### src/rtl/bcd_tick_stopwatch_if.sv
// ---------------------------------------------------------------------------
// bcd_tick_stopwatch_if
//   Groups the control inputs and display/status outputs of the BCD stopwatch.
//
//   Handshake: there is no valid/ready pair. tick is a single-cycle qualifier
//   that is meaningful on every rising clock edge it is high. start_stop is a
//   level whose rising edge is detected inside the block. clear is a level
//   sampled every edge. All outputs are valid continuously; wrap is a
//   single-cycle pulse.
//
//   Signals
//     tick        1  count-enable pulse from the upstream divider
//     start_stop  1  level; each rising edge toggles run/pause
//     clear       1  synchronous clear back to IDLE / 00.0
//     running     1  high while the FSM is in RUN
//     bcd0..bcd2  4  tenths, seconds, tens-of-seconds digits
//     wrap        1  one-cycle pulse on rollover to 00.0
//     hex0..hex2  7  active-low segments {g,f,e,d,c,b,a}
//     fsm_state   2  debug view of the FSM state register
//
//   Modports: master drives the controls (testbench / board glue),
//             slave is the stopwatch itself.
// ---------------------------------------------------------------------------
interface bcd_tick_stopwatch_if;
  logic       tick;
  logic       start_stop;
  logic       clear;
  logic       running;
  logic [3:0] bcd0;
  logic [3:0] bcd1;
  logic [3:0] bcd2;
  logic       wrap;
  logic [6:0] hex0;
  logic [6:0] hex1;
  logic [6:0] hex2;
  logic [1:0] fsm_state;

  modport master (
    output tick, start_stop, clear,
    input  running, bcd0, bcd1, bcd2, wrap, hex0, hex1, hex2, fsm_state
  );

  modport slave (
    input  tick, start_stop, clear,
    output running, bcd0, bcd1, bcd2, wrap, hex0, hex1, hex2, fsm_state
  );
endinterface

### src/rtl/bcd_tick_stopwatch.sv
// ---------------------------------------------------------------------------
// bcd_tick_stopwatch
//   Three-digit BCD stopwatch (SS.t) counting one-cycle tick pulses.
//   A small IDLE/RUN/PAUSED FSM is toggled by rising edges of start_stop and
//   forced back to IDLE by clear. Digits drive active-low 7-segment displays,
//   and a one-cycle wrap pulse marks the MAX_TENS9.9 -> 00.0 rollover.
//
//   Ports
//     clock_50  in  system clock, rising edge
//     resetn    in  asynchronous active-low reset
//     sw        slave modport of bcd_tick_stopwatch_if (controls + outputs)
//
//   Parameter
//     MAX_TENS  highest tens-of-seconds digit before wrap (1..9)
// ---------------------------------------------------------------------------
module bcd_tick_stopwatch #(
  parameter int unsigned MAX_TENS = 5
) (
  input  logic                  clock_50,
  input  logic                  resetn,
  bcd_tick_stopwatch_if.slave   sw
);

  localparam logic [3:0] MAX_TENS_L = 4'(MAX_TENS);

  typedef enum logic [1:0] {
    IDLE   = 2'd0,
    RUN    = 2'd1,
    PAUSED = 2'd2
  } state_e;

  state_e     state_q, state_d;
  logic       ss_q;            // start_stop delayed by one cycle for edge detect
  logic [3:0] bcd0_q, bcd0_d;
  logic [3:0] bcd1_q, bcd1_d;
  logic [3:0] bcd2_q, bcd2_d;
  logic       wrap_q, wrap_d;

  logic       rise;
  logic       count_en;

  assign rise = sw.start_stop & ~ss_q;

  // Counting looks at the registered state only, so a tick arriving with the
  // IDLE->RUN edge is dropped while one arriving with RUN->PAUSED still counts.
  assign count_en = (state_q == RUN) & ~sw.clear & sw.tick;

  // -------------------------------------------------------------------------
  // State and datapath registers
  // -------------------------------------------------------------------------
  always_ff @(posedge clock_50 or negedge resetn) begin
    if (!resetn) begin
      state_q <= IDLE;
      ss_q    <= 1'b0;
      bcd0_q  <= 4'd0;
      bcd1_q  <= 4'd0;
      bcd2_q  <= 4'd0;
      wrap_q  <= 1'b0;
    end else begin
      state_q <= state_d;
      ss_q    <= sw.start_stop;
      bcd0_q  <= bcd0_d;
      bcd1_q  <= bcd1_d;
      bcd2_q  <= bcd2_d;
      wrap_q  <= wrap_d;
    end
  end

  // -------------------------------------------------------------------------
  // FSM next state; clear wins over any start_stop edge
  // -------------------------------------------------------------------------
  always_comb begin
    state_d = state_q;
    if (sw.clear) begin
      state_d = IDLE;
    end else if (rise) begin
      unique case (state_q)
        IDLE:    state_d = RUN;
        RUN:     state_d = PAUSED;
        PAUSED:  state_d = RUN;
        default: state_d = IDLE;
      endcase
    end
  end

  // -------------------------------------------------------------------------
  // BCD counter with ripple carry between digits
  // -------------------------------------------------------------------------
  always_comb begin
    bcd0_d = bcd0_q;
    bcd1_d = bcd1_q;
    bcd2_d = bcd2_q;
    wrap_d = 1'b0;
    if (sw.clear) begin
      bcd0_d = 4'd0;
      bcd1_d = 4'd0;
      bcd2_d = 4'd0;
    end else if (count_en) begin
      // >= rather than == keeps the counter self-correcting toward legal codes
      if (bcd0_q >= 4'd9) begin
        bcd0_d = 4'd0;
        if (bcd1_q >= 4'd9) begin
          bcd1_d = 4'd0;
          if (bcd2_q >= MAX_TENS_L) begin
            bcd2_d = 4'd0;
            wrap_d = 1'b1;
          end else begin
            bcd2_d = bcd2_q + 4'd1;
          end
        end else begin
          bcd1_d = bcd1_q + 4'd1;
        end
      end else begin
        bcd0_d = bcd0_q + 4'd1;
      end
    end
  end

  // -------------------------------------------------------------------------
  // Active-low 7-segment decode {g,f,e,d,c,b,a}; non-BCD codes blank
  // -------------------------------------------------------------------------
  function automatic logic [6:0] seg7(input logic [3:0] d);
    logic [6:0] s;
    s = 7'b1111111;
    case (d)
      4'd0: s = 7'b1000000;
      4'd1: s = 7'b1111001;
      4'd2: s = 7'b0100100;
      4'd3: s = 7'b0110000;
      4'd4: s = 7'b0011001;
      4'd5: s = 7'b0010010;
      4'd6: s = 7'b0000010;
      4'd7: s = 7'b1111000;
      4'd8: s = 7'b0000000;
      4'd9: s = 7'b0010000;
      default: s = 7'b1111111;
    endcase
    return s;
  endfunction

  assign sw.running   = (state_q == RUN);
  assign sw.bcd0      = bcd0_q;
  assign sw.bcd1      = bcd1_q;
  assign sw.bcd2      = bcd2_q;
  assign sw.wrap      = wrap_q;
  assign sw.hex0      = seg7(bcd0_q);
  assign sw.hex1      = seg7(bcd1_q);
  assign sw.hex2      = seg7(bcd2_q);
  assign sw.fsm_state = state_q;

endmodule

### src/flat_wrapper.sv
// flat-port wrapper written by rule: the top's interface ports become plain ports
module bcd_tick_stopwatch_flat 
#(
  parameter int unsigned MAX_TENS = 5
)
  (clock_50, resetn, sw_tick, sw_start_stop, sw_clear, sw_running, sw_bcd0, sw_bcd1, sw_bcd2, sw_wrap, sw_hex0, sw_hex1, sw_hex2, sw_fsm_state);
  bcd_tick_stopwatch_if sw_i ();
  input  logic clock_50;
  input  logic resetn;
  input wire logic [$bits(sw_i.tick)-1:0] sw_tick;
  input wire logic [$bits(sw_i.start_stop)-1:0] sw_start_stop;
  input wire logic [$bits(sw_i.clear)-1:0] sw_clear;
  output wire logic [$bits(sw_i.running)-1:0] sw_running;
  output wire logic [$bits(sw_i.bcd0)-1:0] sw_bcd0;
  output wire logic [$bits(sw_i.bcd1)-1:0] sw_bcd1;
  output wire logic [$bits(sw_i.bcd2)-1:0] sw_bcd2;
  output wire logic [$bits(sw_i.wrap)-1:0] sw_wrap;
  output wire logic [$bits(sw_i.hex0)-1:0] sw_hex0;
  output wire logic [$bits(sw_i.hex1)-1:0] sw_hex1;
  output wire logic [$bits(sw_i.hex2)-1:0] sw_hex2;
  output wire logic [$bits(sw_i.fsm_state)-1:0] sw_fsm_state;
  assign sw_i.tick = sw_tick;
  assign sw_i.start_stop = sw_start_stop;
  assign sw_i.clear = sw_clear;
  assign sw_running = sw_i.running;
  assign sw_bcd0 = sw_i.bcd0;
  assign sw_bcd1 = sw_i.bcd1;
  assign sw_bcd2 = sw_i.bcd2;
  assign sw_wrap = sw_i.wrap;
  assign sw_hex0 = sw_i.hex0;
  assign sw_hex1 = sw_i.hex1;
  assign sw_hex2 = sw_i.hex2;
  assign sw_fsm_state = sw_i.fsm_state;
  bcd_tick_stopwatch #(.MAX_TENS(MAX_TENS)) u_core (.clock_50(clock_50), .resetn(resetn), .sw(sw_i));
endmodule
### config.mk
export PLATFORM = sky130hd
export DESIGN_NAME = bcd_tick_stopwatch_flat
export DESIGN_NICKNAME = d
export VERILOG_FILES = /design/src/rtl/bcd_tick_stopwatch_if.sv /design/src/rtl/bcd_tick_stopwatch.sv /design/src/flat_wrapper.sv
export SDC_FILE = /design/constraint.sdc
export NUM_CORES = 1
export LEC_CHECK = 0
export BUFFER_PORTS_ARGS = -buffer_cell sky130_fd_sc_hd__buf_2
export CAP_MARGIN = 40
export CORE_MARGIN = 1
export CORE_UTILIZATION = 54
export DETAILED_ROUTE_END_ITERATION = 6
export PLACE_DENSITY = 0.84
export RECOVER_POWER = 100
export SYNTH_ARGS = -nofsm -noshare
export SYNTH_HDL_FRONTEND = slang
export SYNTH_SLANG_ARGS = --single-unit
export TNS_END_PERCENT = 30
### constraint.sdc
create_clock -name clock_50 -period 4.9 [get_ports clock_50]
set_input_delay 0.245 -clock clock_50 [delete_from_list [all_inputs] [get_ports clock_50]]
set_output_delay 0.245 -clock clock_50 [all_outputs]
set_load 0.05 [all_outputs]
Word level (Yosys, flattened, before mapping)
Memories as Yosys holds them, arrays and structs flattened.
Index checks and enable logic that the tools add are counted.
- bits in registers: 16
- bits in latches: 0
- memory bits (writable): 0
- memory bits (read-only): 336
- input bits: 5
- output and inout bits: 37
- memories: 3
- $add $sub $neg: 3
- multipliers: 0
- div/mod/pow operators: 0
- $lt $le $gt $ge: 3
- equal/unequal tests: 2
- shift-type cells: 0
- multiplexer cells: 20
- bitwise gates (word level): 5
- reductions and logical operators: 8
- memories (name ; depth ; bits a word ; read ports ; clocked after Yosys merged registers in ; write ports ; RTL line ; RTL):
    (name not given) ; 16 ; 7 ; 1 ; 0 ; 0 ; bcd_tick_stopwatch.sv:125 ; case (d)
    (name not given) ; 16 ; 7 ; 1 ; 0 ; 0 ; bcd_tick_stopwatch.sv:125 ;
    (name not given) ; 16 ; 7 ; 1 ; 0 ; 0 ; bcd_tick_stopwatch.sv:125 ;
- operators with widths (operator ; count):
    $mux W4 ; 12
    $add A4 B1 Y4 const B ; 3
    $ge A4 B4 Y1 const B ; 2
    $reduce_bool A2 Y1 ; 4
    $mux W1 ; 5
    $ge A4 B3 Y1 const B ; 1
    $mux W2 ; 2
    $pmux W2 S2 ; 1
    $and A1 B1 Y1 ; 3
    $reduce_and A3 Y1 ; 1
    $eq A2 B1 Y1 const B ; 1
    $eq A2 B2 Y1 const B ; 1
    $logic_not A2 Y1 ; 1
    $not A1 Y1 ; 2
    $reduce_and A2 Y1 ; 1
    $reduce_or A2 Y1 ; 1

Logic depth before layout (Yosys ltp)
- word-level depth: 6
- mapped depth: 6
- depth with buffers taken out: 6

Worst setup path after synthesis
No wires, ideal clock.
- path type: reg-to-output
- from: reg u_core.bcd0_q[1], in the netlist u_core.sw.bcd0[1]
- to: out sw_hex0[4]
- arrival: 2350 ps
- required time: 4655 ps
- slack: 2305 ps
- cell stages (with the launch flop): 6
- cell sequence: dfrtp_1 -> inv_1 -> ha_1 -> nand2_1 -> o21ai_0 -> o21ai_0
- word-level cells in the longest chain between the ends: 1
- ends and longest elaborated chain (what ; RTL line ; RTL):
    start: declaration ; bcd_tick_stopwatch.sv:34 ; logic [3:0] bcd0_q, bcd0_d;
    start signal: assignment ; bcd_tick_stopwatch.sv:55 ; bcd0_q <= 4'd0;
    start signal: assignment ; bcd_tick_stopwatch.sv:62 ; bcd0_q <= bcd0_d;
    $mem_v2 Z16 W7 ; n/a ;
    end: declaration ; flat_wrapper.sv:18 ; output wire logic [$bits(sw_i.hex0)-1:0] sw_hex0;
Every way passes these cells.

Worst setup path in the final report
- from: reg u_core.bcd2_q[1], in the netlist u_core.sw.bcd2[1]
- to: out sw_hex2[3]
- word-level cells in the longest chain between the ends: 1
- ends and longest elaborated chain (what ; RTL line ; RTL):
    start: declaration ; bcd_tick_stopwatch.sv:36 ; logic [3:0] bcd2_q, bcd2_d;
    start signal: assignment ; bcd_tick_stopwatch.sv:57 ; bcd2_q <= 4'd0;
    start signal: assignment ; bcd_tick_stopwatch.sv:64 ; bcd2_q <= bcd2_d;
    $mem_v2 Z16 W7 ; n/a ;
    end: declaration ; flat_wrapper.sv:20 ; output wire logic [$bits(sw_i.hex2)-1:0] sw_hex2;
Every way passes these cells.

==> results.ini <==
[synth]
synth_area_leaders = dfrtp_1, ha_1, o21ai_0, nand2_1, a21oi_1
async_flop_share_pct = 100.0
syn_nets = 185
synth_top_cell_by_area = dfrtp_1
synthFlopType = dfrtp_1
synth.avg_cell_area_um2 = 7.626
syn_inst = 168
synth_cell_type_count = 32
synthDominantCellAreaShare_pct = 31.25
synth_enable_flop_cells = 0
yosys_warnings = 0
seq_area_frac_synth_pct = 31.25
synthesis.area_um2 = 1281
yosys_register_bits = 16

[die]
die_w_um = 50.71
dieArea_um2 = 2572
die_h_um = 50.71
core_area_um2 = 2233
num_rows = 17
ios = 42
start_util_pct = 57.37

[global_routing]
grt_max_degree = 17
grt_pass1_vias = 1149
grt_pass1_wl_um = 4899
antenna_found_initial = 0
grt_use_total_pct = 24.82
gr-total-overflow = 0

[clock_tree]
htreeDepth = 1
clk_pin_slew_ns = 0.09
clk_path_buf_depth = 2
cts.sinks = 16
cts_resized = 0
tritoncts = done
cts_root_buf = clkbuf_4
clkLatencyLatePin_ns = 0.29
numCtsBuffers = 3
post_cts_buffers = 0

[hold_path]
whs_path_depth = 1
hold_end = u_core.ss_q
hold_path.class = in -> reg
hp-start = sw_start_stop

[setup_path]
r2r-start = u_core.sw.bcd0[1]
start_kind = flop
cp.arrival_ns = 1.96
rrSetupSlack_ns = 2.76
cp.required_ns = 4.66
crit_path_end_kind = output pin
reg2reg_to = u_core.sw.bcd2[0]
cp_max_fo = 8
r2r_cells = 6
path_class = reg -> out

[finish]
synthToLayoutAreaGrowth_pct = 13.77
final_net_count = 224
diodes = 0
finalNonFillerCells = 234
layout-drive-gt1-share_pct = 5.825
fill_cells = 215

[sta]
worst_hold_slack_ns = 0.07258
clock-skew-final_ns = 0.004842
drv_slew = 0
worstMarginPinSlew_ns = 0.8375
rsz0062_at_grt = false
fin_setup_tns_ns = 0
timing.final.crit_period_ns = 2.203
min_period_over_period_pct = 44.97
timing.fmax_mhz = 453.9
layout_setup_ws_ns = 2.697
finalHoldViolCount = 0
relSlewSlack_pct = 44.17
setup_viol = 0

[power_and_ir_drop]
vdd_ir_drop_max_v = 0.0002098
power.density_nw_per_um2 = 229.7
p_leak_nw = 0.6161
finalPower_mw = 0.3348

[routing]
via_count = 1322
drtIter0Drc = 33
wirelength_um = 2917
detail_route.vias_per_cell = 5.650
drc_errors = 0
first_pass_iters = 4
post_drt_wl_per_cell_um = 12.47
ant_nets = 0

[placed_design]
detailed_place_hpwl_um = 2174
post-place-ws_ns = 3.012
io_buffers = 41
gp_congestion = 0.8577
place_inst = 229

[flow_run]
drv_cap = 0

[outcome]
status = complete, no violations

==> final cells by class <==
cell class                 instances  area, µm²  share of cell area (%)
clock buffer                       4      36.28                   2.489
inverter                          10      37.54                   2.575
multi-input combinational        134      780.7                   53.56
sequential                        16      400.4                   27.47
tap                               28      35.03                   2.403
timing repair buffer              42      167.7                   11.50
==> critical path, stage by stage (launching register included) <==
cell	delay, ns
dfrtp_1	0.49
inv_1	0.13
ha_1	0.31
nand2_1	0.09
a21oi_1	0.07
nor2_1	0.10
clkbuf_1	0.47
==> layer usage <==
layer / part of all wire, % / global-route usage, %
met1: 45 / 29.33
met3: 4.4 / 5.455
met2: 49 / 44.67
met5: 0 / 0
met4: 0.65 / 6.944
==> synthesized netlist by cell type, types with 2 or more instances <==
master and count:
a21oi_1 16, a31oi_1 2, buf_2 2, clkbuf_1 5
dfrtp_1 16, ha_1 12, inv_1 10, nand2_1 29
nand2b_1 3, nand3_1 4, nand4_1 2, nand4b_1 2
nor2_1 17, nor2b_1 2, nor3_1 4, o21ai_0 23
or2_2 3, or3b_4 2
==> how the worst max path moves through the flow <==
stage	startpoint	to	slack, ns	cells past startpoint
floorplan	u_core.sw.bcd0[1]	sw_hex0[4]	2.31	5
detailed placement	u_core.sw.bcd0[1]	u_core.sw.bcd2[2]	3.01	6
CTS	u_core.sw.bcd1[1]	sw_hex1[3]	2.80	6
global route	u_core.sw.bcd0[1]	u_core.sw.bcd2[0]	2.47	6
global placement	u_core.sw.bcd0[1]	u_core.sw.bcd2[2]	3.09	6
finish	u_core.sw.bcd2[1]	sw_hex2[3]	2.70	6
==> sequential cells by signal, indices dropped and copies added (netlist names) <==
register and cells:
u_core.ss_q 1, u_core.sw.bcd0 4, u_core.sw.bcd1 4, u_core.sw.bcd2 4, u_core.sw.fsm_state 2, u_core.sw.wrap 1
==> placed cells by master, fill, tap and decap left out, types with 2 or more instances in the layout <==
cell and instances:
ha_1 12, a41oi_1 2, nand4b_1 2, dfrtp_1 16
nand2b_1 3, nor2_1 17, nand3_1 4, nand4_1 2
nor2b_1 2, buf_2 3, nor3_1 4, clkbuf_4 3
o21ai_0 23, clkbuf_1 38, or2_2 3, a31oi_1 2
a21oi_1 16, inv_1 10, nand2_1 29
==> repair_timing <==
action	CTS	global route
setup endpoints to repair	0	0
endpoints found under the hold margin	16	0
hold buffers	1	0
==> kinds of logic (layout without fill, tap and decap cells) <==
| logic type | Yosys count | count (layout) | share of synthesized area (%) |
|---|---|---|---|
| AO/OA/AOI/OAI | 47 | 47 | 21.58 |
| flip-flops | 16 | 16 | 31.25 |
| adder cells (fa/ha/maj) | 12 | 12 | 11.72 |
| buffers and inverters | 18 | 56 | 5.762 |
| multiplexers | 1 | 1 | 0.7813 |
| XOR/XNOR | 1 | 1 | 0.6837 |
| AND/OR/NAND/NOR | 73 | 73 | 28.22 |
==> report_power, final <==
| part | leakage, nW | total, mW | internal, mW | switching (mW) |
|---|---|---|---|---|
| Combinational | 0.377 | 0.104 | 0.0231 | 0.0814 |
| Clock | 0.0210 | 0.0871 | 0.0453 | 0.0418 |
| Sequential | 0.218 | 0.143 | 0.136 | 0.00712 |
==> stage by stage <==
| step | utilization (%) | area [µm²] |
|---|---|---|
| floorplan | - | 1281 |
| global placement | 66.50 | 1485 |
| detailed placement | 66.50 | 1485 |
| CTS | 68.57 | 1531 |
| global route | 65.27 | 1458 |
| finish | 65.27 | 1458 |
(Power assumes the default switching activity.)
